[src/rtl/dram_sequencer.sv]
// ---------------------------------------------------------------------------
// dram_sequencer
//
// Clocked DRAM timing sequencer for the VG8020 slot-3 RAM bank. It samples
// the Z80 bus strobes on an oversampled system clock and generates nRAS, the
// row/column address mux select, nCAS and nWE for 4164/41256-class DRAMs.
// It arbitrates between CPU memory cycles and Z80 RAS-only refresh cycles.
//
// Ports:
//   clk      in   system clock, all inputs sampled on its rising edge
//   reset    in   synchronous active-high reset
//   nmreq    in   Z80 memory request (active low)
//   nrd      in   Z80 read strobe (active low)
//   nwr      in   Z80 write strobe (active low)
//   nrfsh    in   Z80 refresh (active low)
//   nsltsl3  in   slot 3 RAM select (active low)
//   nras     out  DRAM row strobe (active low, registered)
//   mux      out  address mux select, 0 = row, 1 = column (registered)
//   ncas     out  DRAM column strobe (active low, registered)
//   nwe      out  DRAM write enable (active low, registered)
//   busy     out  high whenever the sequencer is not idle (registered)
//
// Optional build macro: DRAM_SEQUENCER_WATCHDOG_REFRESH_EN
//   When defined, a 10-bit watchdog counts cycles since the last refresh and
//   runs a CAS-before-RAS refresh on its own once REFRESH_TIMEOUT is reached
//   while the bus is idle. When undefined, refresh comes only from Z80 RFSH.
// ---------------------------------------------------------------------------
module dram_sequencer #(
    parameter int RAS_TO_MUX      = 1,
    parameter int MUX_TO_CAS      = 1,
    parameter int PRECHARGE       = 2,
    parameter int REFRESH_TIMEOUT = 1023
) (
    input  logic clk,
    input  logic reset,
    input  logic nmreq,
    input  logic nrd,
    input  logic nwr,
    input  logic nrfsh,
    input  logic nsltsl3,
    output logic nras,
    output logic mux,
    output logic ncas,
    output logic nwe,
    output logic busy
);

    typedef enum logic [2:0] {
        ST_IDLE    = 3'd0,
        ST_ROW     = 3'd1,
        ST_COL     = 3'd2,
        ST_CAS     = 3'd3,
        ST_RFSH    = 3'd4,
`ifdef DRAM_SEQUENCER_WATCHDOG_REFRESH_EN
        ST_PRE     = 3'd5,
        ST_CBR_CAS = 3'd6,
        ST_CBR_RAS = 3'd7
`else
        ST_PRE     = 3'd5
`endif
    } state_t;

    // Limits are held one bit wider than the counter so cnt+1 never wraps
    // in the comparison and the CBR RAS phase can reach 16.
    localparam logic [4:0] ROW_LIM_C = 5'(RAS_TO_MUX);
    localparam logic [4:0] MUX_LIM_C = 5'(MUX_TO_CAS);
    localparam logic [4:0] PRE_LIM_C = 5'(PRECHARGE);
`ifdef DRAM_SEQUENCER_WATCHDOG_REFRESH_EN
    localparam logic [4:0] CBR_LIM_C = 5'(RAS_TO_MUX + 1);
    localparam logic [9:0] WD_LIM_C  = 10'(REFRESH_TIMEOUT);
`endif

    state_t      state_r;
    state_t      state_nxt_s;
    logic [3:0]  cnt_r;
    logic [3:0]  cnt_nxt_s;
    logic        nwe_nxt_s;
    logic        strobe_s;
`ifdef DRAM_SEQUENCER_WATCHDOG_REFRESH_EN
    logic [9:0]  wd_cnt_r;
`endif

    // True once the current state has lasted 'lim' cycles, counting this edge.
    function automatic logic cnt_done(input logic [3:0] cnt, input logic [4:0] lim);
        cnt_done = (({1'b0, cnt} + 5'd1) >= lim);
    endfunction

    // Saturating increment: the phase counter holds at 15 instead of wrapping.
    function automatic logic [3:0] cnt_inc(input logic [3:0] cnt);
        if (cnt == 4'hF) begin
            cnt_inc = cnt;
        end else begin
            cnt_inc = cnt + 4'd1;
        end
    endfunction

    // Strobe levels {nras, mux, ncas, busy} presented while in a given state.
    // Unused encodings map to the all-inactive precharge pattern.
    function automatic logic [3:0] state_outs(input state_t st);
        case (st)
            ST_IDLE:    state_outs = 4'b1010;
            ST_ROW:     state_outs = 4'b0011;
            ST_COL:     state_outs = 4'b0111;
            ST_CAS:     state_outs = 4'b0101;
            ST_RFSH:    state_outs = 4'b0011;
            ST_PRE:     state_outs = 4'b1011;
`ifdef DRAM_SEQUENCER_WATCHDOG_REFRESH_EN
            ST_CBR_CAS: state_outs = 4'b1001;
            ST_CBR_RAS: state_outs = 4'b0001;
`endif
            default:    state_outs = 4'b1011;
        endcase
    endfunction

    assign strobe_s = (~nrd) | (~nwr);

    // Next-state, phase counter and write-enable decision.
    always_comb begin
        state_nxt_s = state_r;
        cnt_nxt_s   = cnt_r;
        nwe_nxt_s   = 1'b1;
        case (state_r)
            ST_IDLE: begin
                cnt_nxt_s = 4'd0;
                // Refresh wins over a slot-3 select presented at the same time.
                if (!nmreq && !nrfsh) begin
                    state_nxt_s = ST_RFSH;
                end else if (!nmreq && !nsltsl3) begin
                    state_nxt_s = ST_ROW;
`ifdef DRAM_SEQUENCER_WATCHDOG_REFRESH_EN
                end else if (nmreq && (wd_cnt_r == WD_LIM_C)) begin
                    state_nxt_s = ST_CBR_CAS;
`endif
                end else begin
                    state_nxt_s = ST_IDLE;
                end
            end
            ST_ROW: begin
                if (nmreq) begin
                    state_nxt_s = ST_PRE;
                    cnt_nxt_s   = 4'd0;
                end else if (cnt_done(cnt_r, ROW_LIM_C)) begin
                    state_nxt_s = ST_COL;
                    cnt_nxt_s   = 4'd0;
                end else begin
                    cnt_nxt_s   = cnt_inc(cnt_r);
                end
            end
            ST_COL: begin
                // Waiting here without a strobe covers the Z80 late write.
                if (nmreq) begin
                    state_nxt_s = ST_PRE;
                    cnt_nxt_s   = 4'd0;
                end else if (cnt_done(cnt_r, MUX_LIM_C) && strobe_s) begin
                    state_nxt_s = ST_CAS;
                    cnt_nxt_s   = 4'd0;
                    nwe_nxt_s   = nwr;
                end else begin
                    cnt_nxt_s   = cnt_inc(cnt_r);
                end
            end
            ST_CAS: begin
                if (nmreq) begin
                    state_nxt_s = ST_PRE;
                    cnt_nxt_s   = 4'd0;
                end else begin
                    // Once a write is seen, nwe stays low until the cycle ends.
                    nwe_nxt_s   = nwe & nwr;
                end
            end
            ST_RFSH: begin
                if (nmreq) begin
                    state_nxt_s = ST_PRE;
                    cnt_nxt_s   = 4'd0;
                end else begin
                    state_nxt_s = ST_RFSH;
                end
            end
            ST_PRE: begin
                if (cnt_done(cnt_r, PRE_LIM_C)) begin
                    state_nxt_s = ST_IDLE;
                    cnt_nxt_s   = 4'd0;
                end else begin
                    cnt_nxt_s   = cnt_inc(cnt_r);
                end
            end
`ifdef DRAM_SEQUENCER_WATCHDOG_REFRESH_EN
            ST_CBR_CAS: begin
                state_nxt_s = ST_CBR_RAS;
                cnt_nxt_s   = 4'd0;
            end
            ST_CBR_RAS: begin
                if (cnt_done(cnt_r, CBR_LIM_C)) begin
                    state_nxt_s = ST_PRE;
                    cnt_nxt_s   = 4'd0;
                end else begin
                    cnt_nxt_s   = cnt_inc(cnt_r);
                end
            end
`endif
            default: begin
                state_nxt_s = ST_PRE;
                cnt_nxt_s   = 4'd0;
            end
        endcase
    end

    // State register with outputs registered from the state being entered.
    always_ff @(posedge clk) begin
        if (reset) begin
            state_r <= ST_IDLE;
            cnt_r   <= 4'd0;
            nras    <= 1'b1;
            mux     <= 1'b0;
            ncas    <= 1'b1;
            nwe     <= 1'b1;
            busy    <= 1'b0;
        end else begin
            state_r <= state_nxt_s;
            cnt_r   <= cnt_nxt_s;
            {nras, mux, ncas, busy} <= state_outs(state_nxt_s);
            nwe     <= nwe_nxt_s;
        end
    end

`ifdef DRAM_SEQUENCER_WATCHDOG_REFRESH_EN
    // Refresh watchdog: cleared on any refresh start, saturates at the limit.
    always_ff @(posedge clk) begin
        if (reset) begin
            wd_cnt_r <= 10'd0;
        end else if ((state_r == ST_IDLE) &&
                     ((state_nxt_s == ST_RFSH) || (state_nxt_s == ST_CBR_CAS))) begin
            wd_cnt_r <= 10'd0;
        end else if (wd_cnt_r != WD_LIM_C) begin
            wd_cnt_r <= wd_cnt_r + 10'd1;
        end else begin
            wd_cnt_r <= wd_cnt_r;
        end
    end
`endif

endmodule
[config.mk]
export PLATFORM = sky130hd
export DESIGN_NAME = dram_sequencer
export DESIGN_NICKNAME = d
export VERILOG_FILES = /design/src/rtl/dram_sequencer.sv
export SDC_FILE = /design/constraint.sdc
export NUM_CORES = 1
export LEC_CHECK = 0
export ABC_AREA = 1
export CORE_MARGIN = 2
export CORE_UTILIZATION = 55
export CTS_CLUSTER_SIZE = 24
export DETAILED_ROUTE_END_ITERATION = 8
export PLACE_DENSITY_LB_ADDON = 0.3
export SYNTH_ARGS = -nofsm -noshare
export SYNTH_HDL_FRONTEND = slang
export SYNTH_SLANG_ARGS = --single-unit
[constraint.sdc]
create_clock -name clk -period 4.85 [get_ports clk]
set_input_delay 0.7275 -clock clk [delete_from_list [all_inputs] [get_ports clk]]
set_output_delay 0.7275 -clock clk [all_outputs]
set_load 0.01 [all_outputs]
==> impl_metrics.csv <==
group,metric,value,unit
power,vdd.ir_drop.worst,0.000220,V
power,p_clk_share,21.3,%
cells_and_area,ff_latch_area,240,um^2
clocking,clk_latency,280,ps
synth,ys_seq_area_share,31.1,%
min_path,holdPathEnd,"nwe",
power,p_leak,0.436,nW
cells_and_area,layout_common_cells,"30 x nand2_1, 19 x inv_1, 12 x dfxtp_1",
setup_path,path_max_fanout,9,
synth,synthCells,119,
power,power.switching,0.102,mW
clocking,cts_tree,"yes",
setup_path,timing.rr.end,"nras",
cells_and_area,layout.nets,144,
timing,final_hold_viol_count,0,
setup_path,cp-start-kind,"input pin",
synth,yosys_most_used_dff,"dfxtp_1",
synth,synth_area_leaders,"dfxtp_1 31%, nand2_1 15%, inv_1 9.2%, nand2_2 6.5%, nand4_1 5.7%",
global_route,gr-total-overflow,0,
power,power_density,311,nW/um^2
timing,slew_headroom,76.7,%
route,ant_nets,0,
clocking,cts_resized,0,
global_route,grt_pass1_wl,2.93,mm
clocking,post_cts_buffers,0,
timing,fmax,496,MHz
setup_path,worst_path_most_repeated_cell,"nand2_2",
setup_path,rrSetupSlack,2920,ps
min_path,min_from,"nwe",
setup_path,cp_cell_sequence,"clkdlybuf4s50_1 -> clkinv_1 -> o21ai_0 -> a21oi_2 -> nand2_2 -> nand2_2 -> nand2_2 -> nand2_2",
placed_design,postPlaceCellArea,896,um^2
clocking,clockBufferDepth,2,
cells_and_area,layout_commonest_cell,"nand2_1",
timing,worst_pin_slew,348,ps
outcome,status,"completed",
cells_and_area,n_antenna_cell,0,
cells_and_area,nFillCells,117,
synth,synth_top_cell_area_share,31.1,%
cells_and_area,multi_input_area,448,um^2
synth,synth-seq-cells,12,
cells_and_area,final_area,918,um^2
timing,skew,3.46,ps
setup_path,slowest_delay,600,ps
floorplanning,die_x,41.5,um
placed_design,io_buffers,11,
synth,ys_warn_count,0,
synth,syn-cell-area,772,um^2
timing,post-route-period-util,41.6,%
global_route,antenna_found_initial,0,
synth,synth-edff-count,0,
setup_path,r2r-start,"cnt_r[0]",
timing,period_minus_slack,2020,ps
clocking,cts_max_level,1,
synth,syn_nets,129,
cells_and_area,fin_util,70.6,%
global_route,grt_pass1_vias,717,
placed_design,place_congestion,0.821,
cells_and_area,drive_above_1_share,12.9,%
power,seqPwrFrac,42.6,%
setup_path,endpoint_kind,"flip-flop",
placed_design,dp_slack,2600,ps
route,firstDrtPassIters,4,
clocking,clkSinkCount,12,
synth,yosysTopAreaCell,"dfxtp_1",
floorplanning,core.rowCount,13,
setup_path,crit_arrival,2190,ps
synth,ys_types,22,
setup_path,slowest_stage,"clkdlybuf4s50_1",
route,vias_per_cell,5.46,
global_route,grt_max_degree,10,
timing,setup_viol,0,
route,first_iter_violations,25,
clocking,cts_hold_buf,0,
cells_and_area,area_growth,19.0,%
clocking,numCtsBuffers,3,
floorplanning,ios,12,
power,pwr-share-comb,36.1,%
floorplanning,die_h,41.5,um
route,routed_wirelength,1.80,mm
power,power.internal,0.184,mW
floorplanning,die_area,1720,um^2
timing,final.setup.worst_slack,2830,ps
min_path,hold_path_depth,2,
global_route,globalRouteTotalUtil,21.7,%
setup_path,required,5030,ps
clocking,clkTransAtPathRegs,70,ps
route,wl_per_cell,12.2,um
floorplanning,core,1300,um^2
min_path,hp-class,"flip-flop to flip-flop",
timing,tns,0,ps
timing,rsz0062_at_grt,"no",
clocking,root_buffer,"clkbuf_4",
power,swShare,35.7,%
synth,synth.avg_cell_area,6.49,um^2
placed_design,place_hpwl,1.36,mm
floorplanning,start_util,59.3,%
job,drv_cap,0,
synth,async_flop_share,0,%
setup_path,worstSetupPathType,"input pin to flip-flop",
setup_path,ff2ff_path_depth,14,
timing,drv_slew,0,
route,num_vias,802,
route,remaining_drc_errors,0,
-- sequential cells by signal, indices dropped and copies added (netlist names) --
name,flops
cnt_r,4
busy,1
state_r,3
ncas,1
nras,1
nwe,1
mux,1
-- cell families after synthesis --
family | count (synthesis) | synth area share, %
AO/OA/AOI/OAI | 14 | 10.0
XOR/XNOR | 1 | 1.13
adder cells (fa/ha/maj) | 3 | 4.86
buffers and inverters | 22 | 10.9
flip-flops | 12 | 31.1
AND/OR/NAND/NOR | 67 | 42.0
-- power by group through the flow --
stage / logic, mW / clock network [mW] / registers [mW]
final: 0.103 / 0.0608 / 0.122
after global routing: 0.113 / 0.0646 / 0.123
after CTS: 0.102 / 0.0605 / 0.122
after detailed placement: 0.100 / 0 / 0.123
after global placement: 0.0974 / 0 / 0.122
after floorplan: 0.0616 / 0 / 0.125
-- worst max-delay path by stage --
| stage | from | endpoint | slack (ps) | cells past startpoint |
|---|---|---|---|---|
| after floorplan | cnt_r[0] | nras | 3170 | 14 |
| after global placement | nmreq | busy | 2620 | 8 |
| after detailed placement | nmreq | nras | 2600 | 8 |
| after CTS | nmreq | nras | 2860 | 8 |
| after global routing | nmreq | nras | 2710 | 8 |
| final | nmreq | nras | 2830 | 8 |
-- per-stage QoR --
step           power, mW  cells  hold slack [ps]
2_1_floorplan      0.187    119              482
3_3_place_gp       0.219    144              475
3_5_place_dp       0.224    144              498
4_1_cts            0.284    147              514
5_1_grt            0.300    147              557
6_report           0.286    147              512
-- layer usage --
| metal | track usage (%) | up-vias | share of wire [%] |
|---|---|---|---|
| li1 | - | 405 | - |
| met1 | 27.5 | 363 | 47 |
| met2 | 34.7 | 29 | 46 |
| met3 | 5.22 | 5 | 6.0 |
| met4 | 9.68 | 0 | 1.4 |
| met5 | 0 | - | 0 |
-- cells in the mapped netlist (2+ instances only) --
cell type and number:
a21oi_1 7, ha_1 3, nand2_2 8, nand2_1 30
o21ai_0 3, inv_1 19, dfxtp_1 12, nand4_1 7
nand2_4 2, nor2_1 9, nand3_1 7, nor3_1 2
-- cell type report --
class                           count  area share (%)
Sequential cell                    12            26.2
Clock buffer                        3            2.45
Inverter                           21            8.58
Tap cell                           15            2.04
Timing Repair Buffer               11            12.0
Multi-Input combinational cell     85            48.8
-- worst max-delay path: cells and delay by family --
| kind | cells | cell delay (ps) |
|---|---|---|
| compound gates | 2 | 310 |
| buf+inv | 2 | 880 |
| simple gates | 4 | 260 |
Power figures use the tool's default switching activity.
